**src/rtl/shared_reg_pkg.sv**
```systemverilog
// Shared types and defaults for the shared-register arbiter slice.
package shared_reg_pkg;

    typedef enum logic {
        IDLE  = 1'b0,
        GRANT = 1'b1
    } state_t;

    localparam int N_REQ_DEF    = 4;
    localparam int DATA_W_DEF   = 8;
    localparam int MAX_HOLD_DEF = 4;

    function automatic int clog2(input int value);
        int r;
        r = 0;
        while ((1 << r) < value) r++;
        return r;
    endfunction

endpackage

```
**src/rtl/shared_reg_arbiter_rr_pick.sv**
```systemverilog
// Combinational round-robin search: first set req bit at or after start, wrapping.
module rr_pick
    import shared_reg_pkg::*;
#(
    parameter int N_REQ = N_REQ_DEF,
    parameter int PW    = (clog2(N_REQ) < 1) ? 1 : clog2(N_REQ)
) (
    input  logic [N_REQ-1:0] req,
    input  logic [PW-1:0]    start,
    output logic             found,
    output logic [PW-1:0]    idx
);

    always_comb begin
        int unsigned k;
        logic [PW-1:0] k_idx;
        found = 1'b0;
        idx   = '0;
        k     = 0;
        k_idx = '0;
        for (int unsigned off = 0; off < N_REQ; off++) begin
            k     = (int'(start) + off) % N_REQ;
            k_idx = PW'(k);
            if (!found && req[k_idx]) begin
                found = 1'b1;
                idx   = k_idx;
            end
        end
    end

endmodule

```
**src/rtl/shared_reg_arbiter.sv**
```systemverilog
// Round-robin arbiter sharing one DATA_W-bit register among N_REQ requesters,
// with tenure bounded by MAX_HOLD cycles and back-to-back handoff.
module shared_reg_arbiter
    import shared_reg_pkg::*;
#(
    parameter int N_REQ    = N_REQ_DEF,
    parameter int DATA_W   = DATA_W_DEF,
    parameter int MAX_HOLD = MAX_HOLD_DEF,
    localparam int OW      = (clog2(N_REQ) < 1) ? 1 : clog2(N_REQ),
    localparam int HW      = (clog2(MAX_HOLD) < 1) ? 1 : clog2(MAX_HOLD)
) (
    input  logic                      clk,
    input  logic                      reset,
    input  logic [N_REQ-1:0]          req,
    input  logic [N_REQ-1:0]          we,
    input  logic [N_REQ*DATA_W-1:0]   wdata,
    output logic [N_REQ-1:0]          grant,
    output logic [OW-1:0]             owner,
    output logic                      busy,
    output logic [DATA_W-1:0]         q
);

    state_t            state;
    logic [OW-1:0]     rr_ptr;
    logic [HW-1:0]     hold_cnt;
    logic [OW-1:0]     nxt_ptr;
    logic [OW-1:0]     pick_start;
    logic [OW-1:0]     pick_idx;
    logic              pick_found;
    logic              owner_req;
    logic              owner_we;
    logic              release_now;
    logic [DATA_W-1:0] owner_wdata;

    // On release the owner's req bit is either already low or must be
    // searched last; starting at owner+1 covers both without extra masking.
    always_comb begin
        owner_req   = req[owner];
        owner_we    = we[owner];
        nxt_ptr     = (owner == OW'(N_REQ - 1)) ? '0 : owner + 1'b1;
        release_now = !owner_req || (hold_cnt == HW'(MAX_HOLD - 1));
        pick_start  = (state == GRANT) ? nxt_ptr : rr_ptr;
        owner_wdata = '0;
        for (int unsigned i = 0; i < N_REQ; i++) begin
            if (owner == OW'(i)) owner_wdata = wdata[i*DATA_W +: DATA_W];
        end
    end

    rr_pick #(
        .N_REQ (N_REQ),
        .PW    (OW)
    ) u_pick (
        .req   (req),
        .start (pick_start),
        .found (pick_found),
        .idx   (pick_idx)
    );

    always_ff @(posedge clk or negedge reset) begin
        if (!reset) begin
            state    <= IDLE;
            grant    <= '0;
            owner    <= '0;
            q        <= '0;
            rr_ptr   <= '0;
            hold_cnt <= '0;
        end else begin
            case (state)
                IDLE: begin
                    if (pick_found) begin
                        grant    <= {{(N_REQ-1){1'b0}}, 1'b1} << pick_idx;
                        owner    <= pick_idx;
                        hold_cnt <= '0;
                        state    <= GRANT;
                    end
                end
                GRANT: begin
                    if (owner_req && owner_we) q <= owner_wdata;
                    if (!release_now) begin
                        hold_cnt <= hold_cnt + 1'b1;
                    end else begin
                        rr_ptr <= nxt_ptr;
                        if (pick_found) begin
                            grant    <= {{(N_REQ-1){1'b0}}, 1'b1} << pick_idx;
                            owner    <= pick_idx;
                            hold_cnt <= '0;
                        end else begin
                            grant    <= '0;
                            owner    <= '0;
                            hold_cnt <= '0;
                            state    <= IDLE;
                        end
                    end
                end
                default: state <= IDLE;
            endcase
        end
    end

    assign busy = (state == GRANT);

endmodule

```
**config.mk**
```make
export PLATFORM = sky130hd
export DESIGN_NAME = shared_reg_arbiter
export DESIGN_NICKNAME = d
export VERILOG_FILES = /design/src/rtl/shared_reg_pkg.sv /design/src/rtl/shared_reg_arbiter_rr_pick.sv /design/src/rtl/shared_reg_arbiter.sv
export SDC_FILE = /design/constraint.sdc
export NUM_CORES = 1
export LEC_CHECK = 0
export ABC_AREA = 1
export CAP_MARGIN = 20
export CORE_ASPECT_RATIO = 0.75
export CORE_MARGIN = 2
export CORE_UTILIZATION = 46
export CTS_CLUSTER_SIZE = 25
export DETAILED_ROUTE_END_ITERATION = 10
export PLACE_DENSITY = 0.81
export SLEW_MARGIN = 25
export SYNTH_ARGS = -nofsm -noshare
export SYNTH_HDL_FRONTEND = slang
export SYNTH_SLANG_ARGS = --single-unit
```
**constraint.sdc**
```tcl
create_clock -name clk -period 2.65 [get_ports clk]
set_clock_uncertainty 0.1 [all_clocks]
set_input_delay 0.53 -clock clk [delete_from_list [all_inputs] [get_ports clk]]
set_output_delay 0.53 -clock clk [all_outputs]
set_load 0.01 [all_outputs]
```
==> results.md, run 1 <==
- Post-Place Worst Slack: 0.4295 ns
- Synth Area in XOR/XNOR: 0
- Register area share after synthesis: 0.2890
- Yosys warns: 0
- Class of the worst hold path: reg -> reg
- Height of the die: around 56 um
- Max-Cap Viols: 0
- Most used cell along the critical path: nand2_2
- Worst path slowest cell: dfrtp_1
- Worst Path Required: about 2.7 ns
- Wire length of the first global-routing pass: approximately 7 mm
- Vias: 1,677
- Synthesized area: between 1500 and 2000 um^2
- Vias in the first global route: ~1,500
- Antenna violations before repair: 0
- Synth Net Count: ~270
- Clock transition at path regs: approximately 0.080 ns
- Synthesized flop and latch total: 19
- All-Layer GR Usage: 0.2118
- Finish-stage setup viols: 0
- Htree depth: 1
- Fmax: 0.4596 GHz
- Hold Vio Cnt, Final: 0
- TritonCTS clock tree: built
- I/O Pins: 57
- Synth cell types: 30
- CP Max Fanout: 9
- Max VDD drop: approximately 0.72 mV
- Fin worst setup slack: 0.4742 ns
- Port bufs: 56
- R2R depth: 15
- Hold Path Stages: 2
- CP endpoint kind: flip-flop
- Fill cell total of the finished layout: between 200 and 300
- Nets: 332
- Grt total ovfl: 0
- Actual slew at the worst max-slew pin: 0.5623 ns
- Syn_area_per_cell: about 7.2 um^2
- Main combinational cell family by area after synthesis: simple AND/OR/NAND/NOR gates
- Post-route DRC: 0
- Placed Cells: 320
- Clock Latency Late Sink: around 0.26 ns
- Worst EP arrival: ~2.2 ns
- Largest net degree at the start of global routing: 20
- Slew HR: 0.6251
- Num CTS Buffers: 3
- Root buf cell: clkbuf_8
- Fraction of layout cells with a size suffix above 1: 0.1620
- Clock tree buffer depth: 2
- Gate Count Post-Synth: about 230
- Max Slew Vio Count: 0
- Worst Setup Start Kind: flip-flop
- Commonest non-fill, non-tap cell in the layout: nand2_1
- Avg Vias per Cell: 5.176
- Max incr delay on CP: around 0.45 ns
- Initial Utilization: 0.4903
- Antenna Nets Post-Route: 0
- Setup TNS: 0 ns
- Final WL: 4.227 mm
- Rows: 18
- Initial drt markers: 96
- Final Instance Count excl. Fillers: approximately 320
- WS Path Type: reg -> reg
- N_diodes: 0
- Routability cong.: between 0.9 and 1
- Core footprint: approximately 3400 um^2
- Postcts setup bufs: 0
- Multiplexer share of the synthesized area: 0
- Power, Total: between 3 and 4 mW
- PostCTS Resize Cnt: 0
- Commonest cells after routing, fill and taps aside: nand2_1, clkdlybuf4s50_1, nor2_1
- Leak: roughly 1.0 nW
- Outcome: complete, no violations
- Post-synthesis compound-gate area fraction: 0.1605
- Width of the die: approximately 73 um
- Pwr Density: approximately 1300 nW/um^2
- Clk sink count: 19
- Simple-Gate Fraction of Synth Area: 0.4433
- Area grow syn2layout: 39.32%
- Post-layout min period: approximately 2.2 ns
- Routed length per instance: 13.05 um
- Drt pass-1 iters: 4
- Final period util: 0.8210
- Adder-Cell Fraction of Synth Area: 0.03802
- CP Cell Sequence: inv_1 -> ha_1 -> inv_1 -> nand2_1 -> nand2_2 -> nand2_2 -> nand2_2 -> nand2_2 -> nand2_4 -> nor2_8 -> nand4_4 -> nand2_4 -> inv_4 -> nand2_1 -> o21ai_2
- Detail Placement HPWL: roughly 3.4 mm
- Full die area: between 4000 and 5000 um^2
- RSZ-0062 raised after global routing: false
- Hold Buf Count CTS: 0
==> Yosys cell counts <==
| cell type | number | share of area |
|---|---|---|
| a211oi_2 | 1 | 0.0076 |
| a21oi_1 | 18 | 0.055 |
| a31oi_1 | 6 | 0.023 |
| buf_1 | 1 | 0.0023 |
| buf_2 | 1 | 0.0030 |
| buf_4 | 1 | 0.0046 |
| buf_6 | 2 | 0.014 |
| clkbuf_1 | 3 | 0.0068 |
| dfrtp_1 | 19 | 0.29 |
| ha_1 | 5 | 0.038 |
| inv_1 | 12 | 0.027 |
| inv_2 | 1 | 0.0023 |
| inv_4 | 1 | 0.0038 |
| inv_6 | 1 | 0.0053 |
| nand2_1 | 59 | 0.13 |
| nand2_2 | 15 | 0.057 |
| nand2_4 | 7 | 0.048 |
| nand2_8 | 2 | 0.024 |
| nand3_1 | 15 | 0.046 |
| nand3_2 | 5 | 0.030 |
| nand3b_1 | 1 | 0.0046 |
| nand4_1 | 2 | 0.0076 |
| nand4_4 | 1 | 0.013 |
| nor2_1 | 26 | 0.059 |
| nor2_4 | 1 | 0.0068 |
| nor2_8 | 1 | 0.012 |
| o21ai_0 | 8 | 0.024 |
| o21ai_1 | 3 | 0.0091 |
| o21ai_2 | 1 | 0.0053 |
| o31ai_1 | 8 | 0.037 |
==> flip-flops by register name, summed over array words and instances (netlist names) <==
register,flops
q,8
grant,4
hold_cnt,2
owner,2
rr_ptr,2
busy,1
==> cell families after synthesis <==
| family | after synthesis |
|---|---|
| compound gates | 45 |
| buf+inv | 23 |
| simple gates | 135 |
| flops | 19 |
| fa+ha+maj | 5 |
==> final timing paths <==
check | start | endpoint | slack, ns
max | owner[0] | owner[1] | 0.47
min | grant[3] | grant[3] | 0.39
max reg2reg | owner[0] | owner[1] | 0.47
min reg2reg | grant[3] | grant[3] | 0.39
max in group asynchronous | reset | rr_ptr[1] | 1.75
min in group asynchronous | reset | grant[3] | 0.50
==> report_power, final <==
part,internal (mW),switching (mW)
Combinational,0.897,1.41
Clock,0.106,0.105
Sequential,0.432,0.107
Total,1.44,1.62
==> area by class of cell <==
class | instances | area (um^2) | area share
Inverter | 15 | 63.81 | 0.02784
Timing Repair Buffer | 61 | 598.1 | 0.2609
Multi-Input combinational cell | 185 | 1056 | 0.4607
Tap cell | 40 | 50.05 | 0.02183
Clock inverter | 1 | 7.507 | 0.003275
Sequential cell | 19 | 475.5 | 0.2074
Clock buffer | 3 | 41.29 | 0.01801
==> metrics by stage <==
| stage | hold WS (ns) | util | area (um^2) |
|---|---|---|---|
| after floorplan | 0.1344 | - | 1645 |
| after global placement | 0.3615 | 0.6685 | 2243 |
| after detailed placement | 0.3719 | 0.6685 | 2243 |
| after CTS | 0.3993 | 0.6831 | 2292 |
| after global routing | 0.4128 | 0.6831 | 2292 |
| final | 0.3888 | 0.6831 | 2292 |
==> worst max-delay path, delay by kind of cell, from the launching register on <==
kind            cells  cell delay, ns
simple gates       10            0.92
compound gates      1            0.05
flops               1            0.45
buf+inv             3            0.22
fa+ha+maj           1            0.32
==> layer usage <==
layer	global-route usage	part of all wire	up-vias
met5	0	0	-
met4	0.03175	0.0038	0
met3	0.04348	0.057	2
met2	0.3115	0.43	46
met1	0.3228	0.51	760
li1	-	-	869
Note: power is estimated with default switching activity, not from simulation.
==> run 2, diff against run 1 <==
Settings changed: CORE_UTILIZATION 46 to 41, PLACE_DENSITY 0.81 to 0.77.
Clock period 2.65 ns to 1.8 ns, I/O delays scaled along.
==> results.md, run 2 (synthesized netlist as in run 1, its figures left out) <==
- Fin worst setup slack: -0.2560 ns (was 0.4742 ns)
- Hold Buf Count CTS: 0 (unchanged)
- Switch Pwr: 2.924 mW (was 1.619 mW)
- Class of the worst hold path: in -> async (was reg -> reg)
- Initial Utilization: 0.4380 (was 0.4903)
- Routing usage on met1: 0.3071 (was 0.3228)
- Clock transition at path regs: 0.08 ns (about the same)
- Sw frac: 0.5089 (was 0.5300)
- Flop pwr share: 0.138 (was 0.177)
- RSZ-0062 raised after global routing: true (was false)
- Max VDD drop: 1.307 mV (was 0.7200 mV)
- Met2 Track Usage GR: 0.3863 (was 0.3115)
- Failing checks: negative setup slack
- GR peak layer: met2 (was met1)
- Clock power share: 0.056 (was 0.069)
- WS Path Type: reg -> reg (unchanged)
- Post-layout min period: 2.056 ns (was 2.176 ns)
- Vias in the first global route: 1,759 (was 1,518)
- Max Slew Vio Count: 0 (unchanged)
- Biggest register: q (unchanged)
- Wire length of the first global-routing pass: 8.148 mm (was 6.996 mm)
- Antenna violations before repair: 0 (unchanged)
- Root buf cell: clkbuf_8 (unchanged)
- Post-route DRC: 0 (unchanged)
- Clock tree buffer depth: 2 (unchanged)
- CP Cell Sequence: ha_4 -> nor2_4 -> nand2_4 -> nand2_8 -> nand2_1 -> nand3_1 -> nand2_2 -> a21oi_2 -> nand2_1 -> nand2_2 -> nor2_2 -> nand2_2 -> nand2_1 (was inv_1 -> ha_1 -> inv_1 -> nand2_1 -> nand2_2 -> nand2_2 -> nand2_2 -> nand2_2 -> nand2_4 -> nor2_8 -> nand4_4 -> nand2_4 -> inv_4 -> nand2_1 -> o21ai_2)
- Outcome: complete, but fails checks (was complete, no violations)
- Final WL: 5.221 mm (was 4.227 mm)
- Max incr delay on CP: 0.48 ns (was 0.45 ns)
- Max-Cap Viols: 0 (unchanged)
- Htree depth: 1 (unchanged)
- Max reg flops: 8 (unchanged)
- Commonest cells after routing, fill and taps aside: clkdlybuf4s50_1, nand2_1, nand2_2, nor2_1, buf_4 (was nand2_1, clkdlybuf4s50_1, nor2_1)
- Full die area: 4541 um^2 (was 4076 um^2)
- DP Area: 2406 um^2 (was 2243 um^2)
- Actual slew at the worst max-slew pin: 0.2657 ns (was 0.5623 ns)
- Pwr Density: 2119 nW/um^2 (was 1332 nW/um^2)
- Slew HR: 0.8227 (was 0.6251)
- Drt pass-1 iters: 4 (unchanged)
- Worst path slowest cell: dfrtp_2 (was dfrtp_1)
- Width of the die: 77.15 um (was 73.06 um)
- Commonest non-fill, non-tap cell in the layout: clkdlybuf4s50_1 (was nand2_1)
- Detail Placement HPWL: 3.720 mm (was 3.411 mm)
- Port bufs: 56 (unchanged)
- Area grow syn2layout: 64.79% (was 39.32%)
- Core footprint: 3756 um^2 (was 3356 um^2)
- Leak: 1.223 nW (was 1.047 nW)
- TritonCTS clock tree: built (unchanged)
- GR Layer Usage met3: 0.04294 (was 0.04348)
- Largest registers: q (8), grant (4) (unchanged)
- Logic pwr share: 0.807 (was 0.754)
- Worst EP arrival: 2.12 ns (was 2.23 ns)
- Clk sink count: 19 (unchanged)
- Routability cong.: 0.8511 (was 0.9079)
- Fraction of layout cells with a size suffix above 1: 0.3269 (was 0.1620)
- Rows: 19 (was 18)
- Initial drt markers: 166 (was 96)
- Internal power: 2.822 mW (was 1.435 mW)
- Power, Total: 5.746 mW (was 3.054 mW)
- N_diodes: 0 (unchanged)
- Avg Vias per Cell: 5.147 (was 5.176)
- CP Max Fanout: 6 (was 9)
- Largest net degree at the start of global routing: 20 (unchanged)
- Hold Vio Cnt, Final: 0 (unchanged)
- Worst Setup SP: owner[0] (unchanged)
- Height of the die: 58.86 um (was 55.80 um)
- Worst Path Required: 1.86 ns (was 2.71 ns)
- I/O Pins: 57 (unchanged)
- Fmax: 0.4864 GHz (was 0.4596 GHz)
- Clock Latency Late Sink: 0.26 ns (about the same)
- All-Layer GR Usage: 0.2254 (was 0.2118)
- Finish-stage setup viols: 10 (was 0)
- Origin of the critical flop-to-flop path: owner[0] (unchanged)
- Grt total ovfl: 0 (unchanged)
- Fin area: 2711 um^2 (was 2292 um^2)
- Post-layout util: 0.7219 (was 0.6831)
- CP endpoint kind: flip-flop (unchanged)
- Final period util: 1.142 (was 0.8210)
- Nets: 357 (was 332)
- Num CTS Buffers: 3 (unchanged)
- Worst Setup Start Kind: flip-flop (unchanged)
- Routed length per instance: 14.46 um (was 13.05 um)
- Antenna Nets Post-Route: 0 (unchanged)
- Vias: 1,858 (was 1,677)
## run 2: changes by cell type in the layout (fill, tap and decap cells not counted), moves of 5 or more
| cell | before | now |
|---|---|---|
| buf_6 | 0 | 5 |
| clkdlybuf4s50_1 | 56 | 51 |
| nand2_4 | 7 | 12 |
| buf_4 | 5 | 20 |
| nand2_1 | 59 | 50 |
| nand2_2 | 15 | 22 |
## run 2: final cells by class
cell class | instances | area (um^2)
Multi-Input combinational cell | 188 | 1242
Inverter | 15 | 68.82
Timing Repair Buffer | 83 | 808.3
Tap cell | 52 | 65.06
Clock buffer | 3 | 41.29
Clock inverter | 1 | 7.507
Sequential cell | 19 | 478.0
Fill cell | 317 | 1045
## run 2: timing repair
action | 4_1_cts | 5_1_grt
buffers inserted | 4 | 2
pin swaps | 8 | 10
gates cloned | 3 | 1
gates resized for setup | 17 | 34
setup endpoints to repair | 16 | 17
## run 2: path summary, 6_finish.rpt
kind / to / slack [ns] / depth (start not counted)
worst max-delay path: grant[1] / -0.26 / 13
worst max register to register: grant[1] / -0.26 / 13
max in group asynchronous: owner[1] / 1.05 / 2
min in group clk: grant[2] / 0.39 / 2
worst min-delay path: grant[3] / 0.32 / 2
worst min register to register: grant[2] / 0.39 / 2
## run 2: stage by stage
step	instances	TNS [ns]	setup slack (ns)	hold slack [ns]
finish	361	-1.647	-0.2560	0.3212
floorplan	227	-1.504	-0.2493	-0.03559
detailed placement	347	-4.243	-0.3156	0.3721
global route	361	-3.196	-0.3716	0.3598
global placement	347	-3.307	-0.2769	0.3704
CTS	358	-1.325	-0.2043	0.3254
## run 2: critical path, delay by kind of cell, from the launching register on
family,cells,cell delay [ns]
adders and majority gates,1,0.19
AOI/OAI and AO/OA,1,0.13
DFF,1,0.48
and+or+nand+nor,11,1.05
## run 2: per-layer routing
| metal | vias to the layer above | part of all wire |
|---|---|---|
| met3 | 6 | 0.049 |
| met5 | - | 0 |
| met4 | 0 | 0.0092 |
| met2 | 57 | 0.47 |
| met1 | 868 | 0.48 |
| li1 | 927 | - |
## run 2: power by group through the flow
stage               logic, mW  registers [mW]  clock network [mW]
floorplan                2.53           0.835                   0
global placement         3.74           0.777                   0
detailed placement       3.81           0.780                   0
CTS                      4.08           0.789               0.327
global route             5.02           0.816               0.346
finish                   4.63           0.791               0.320
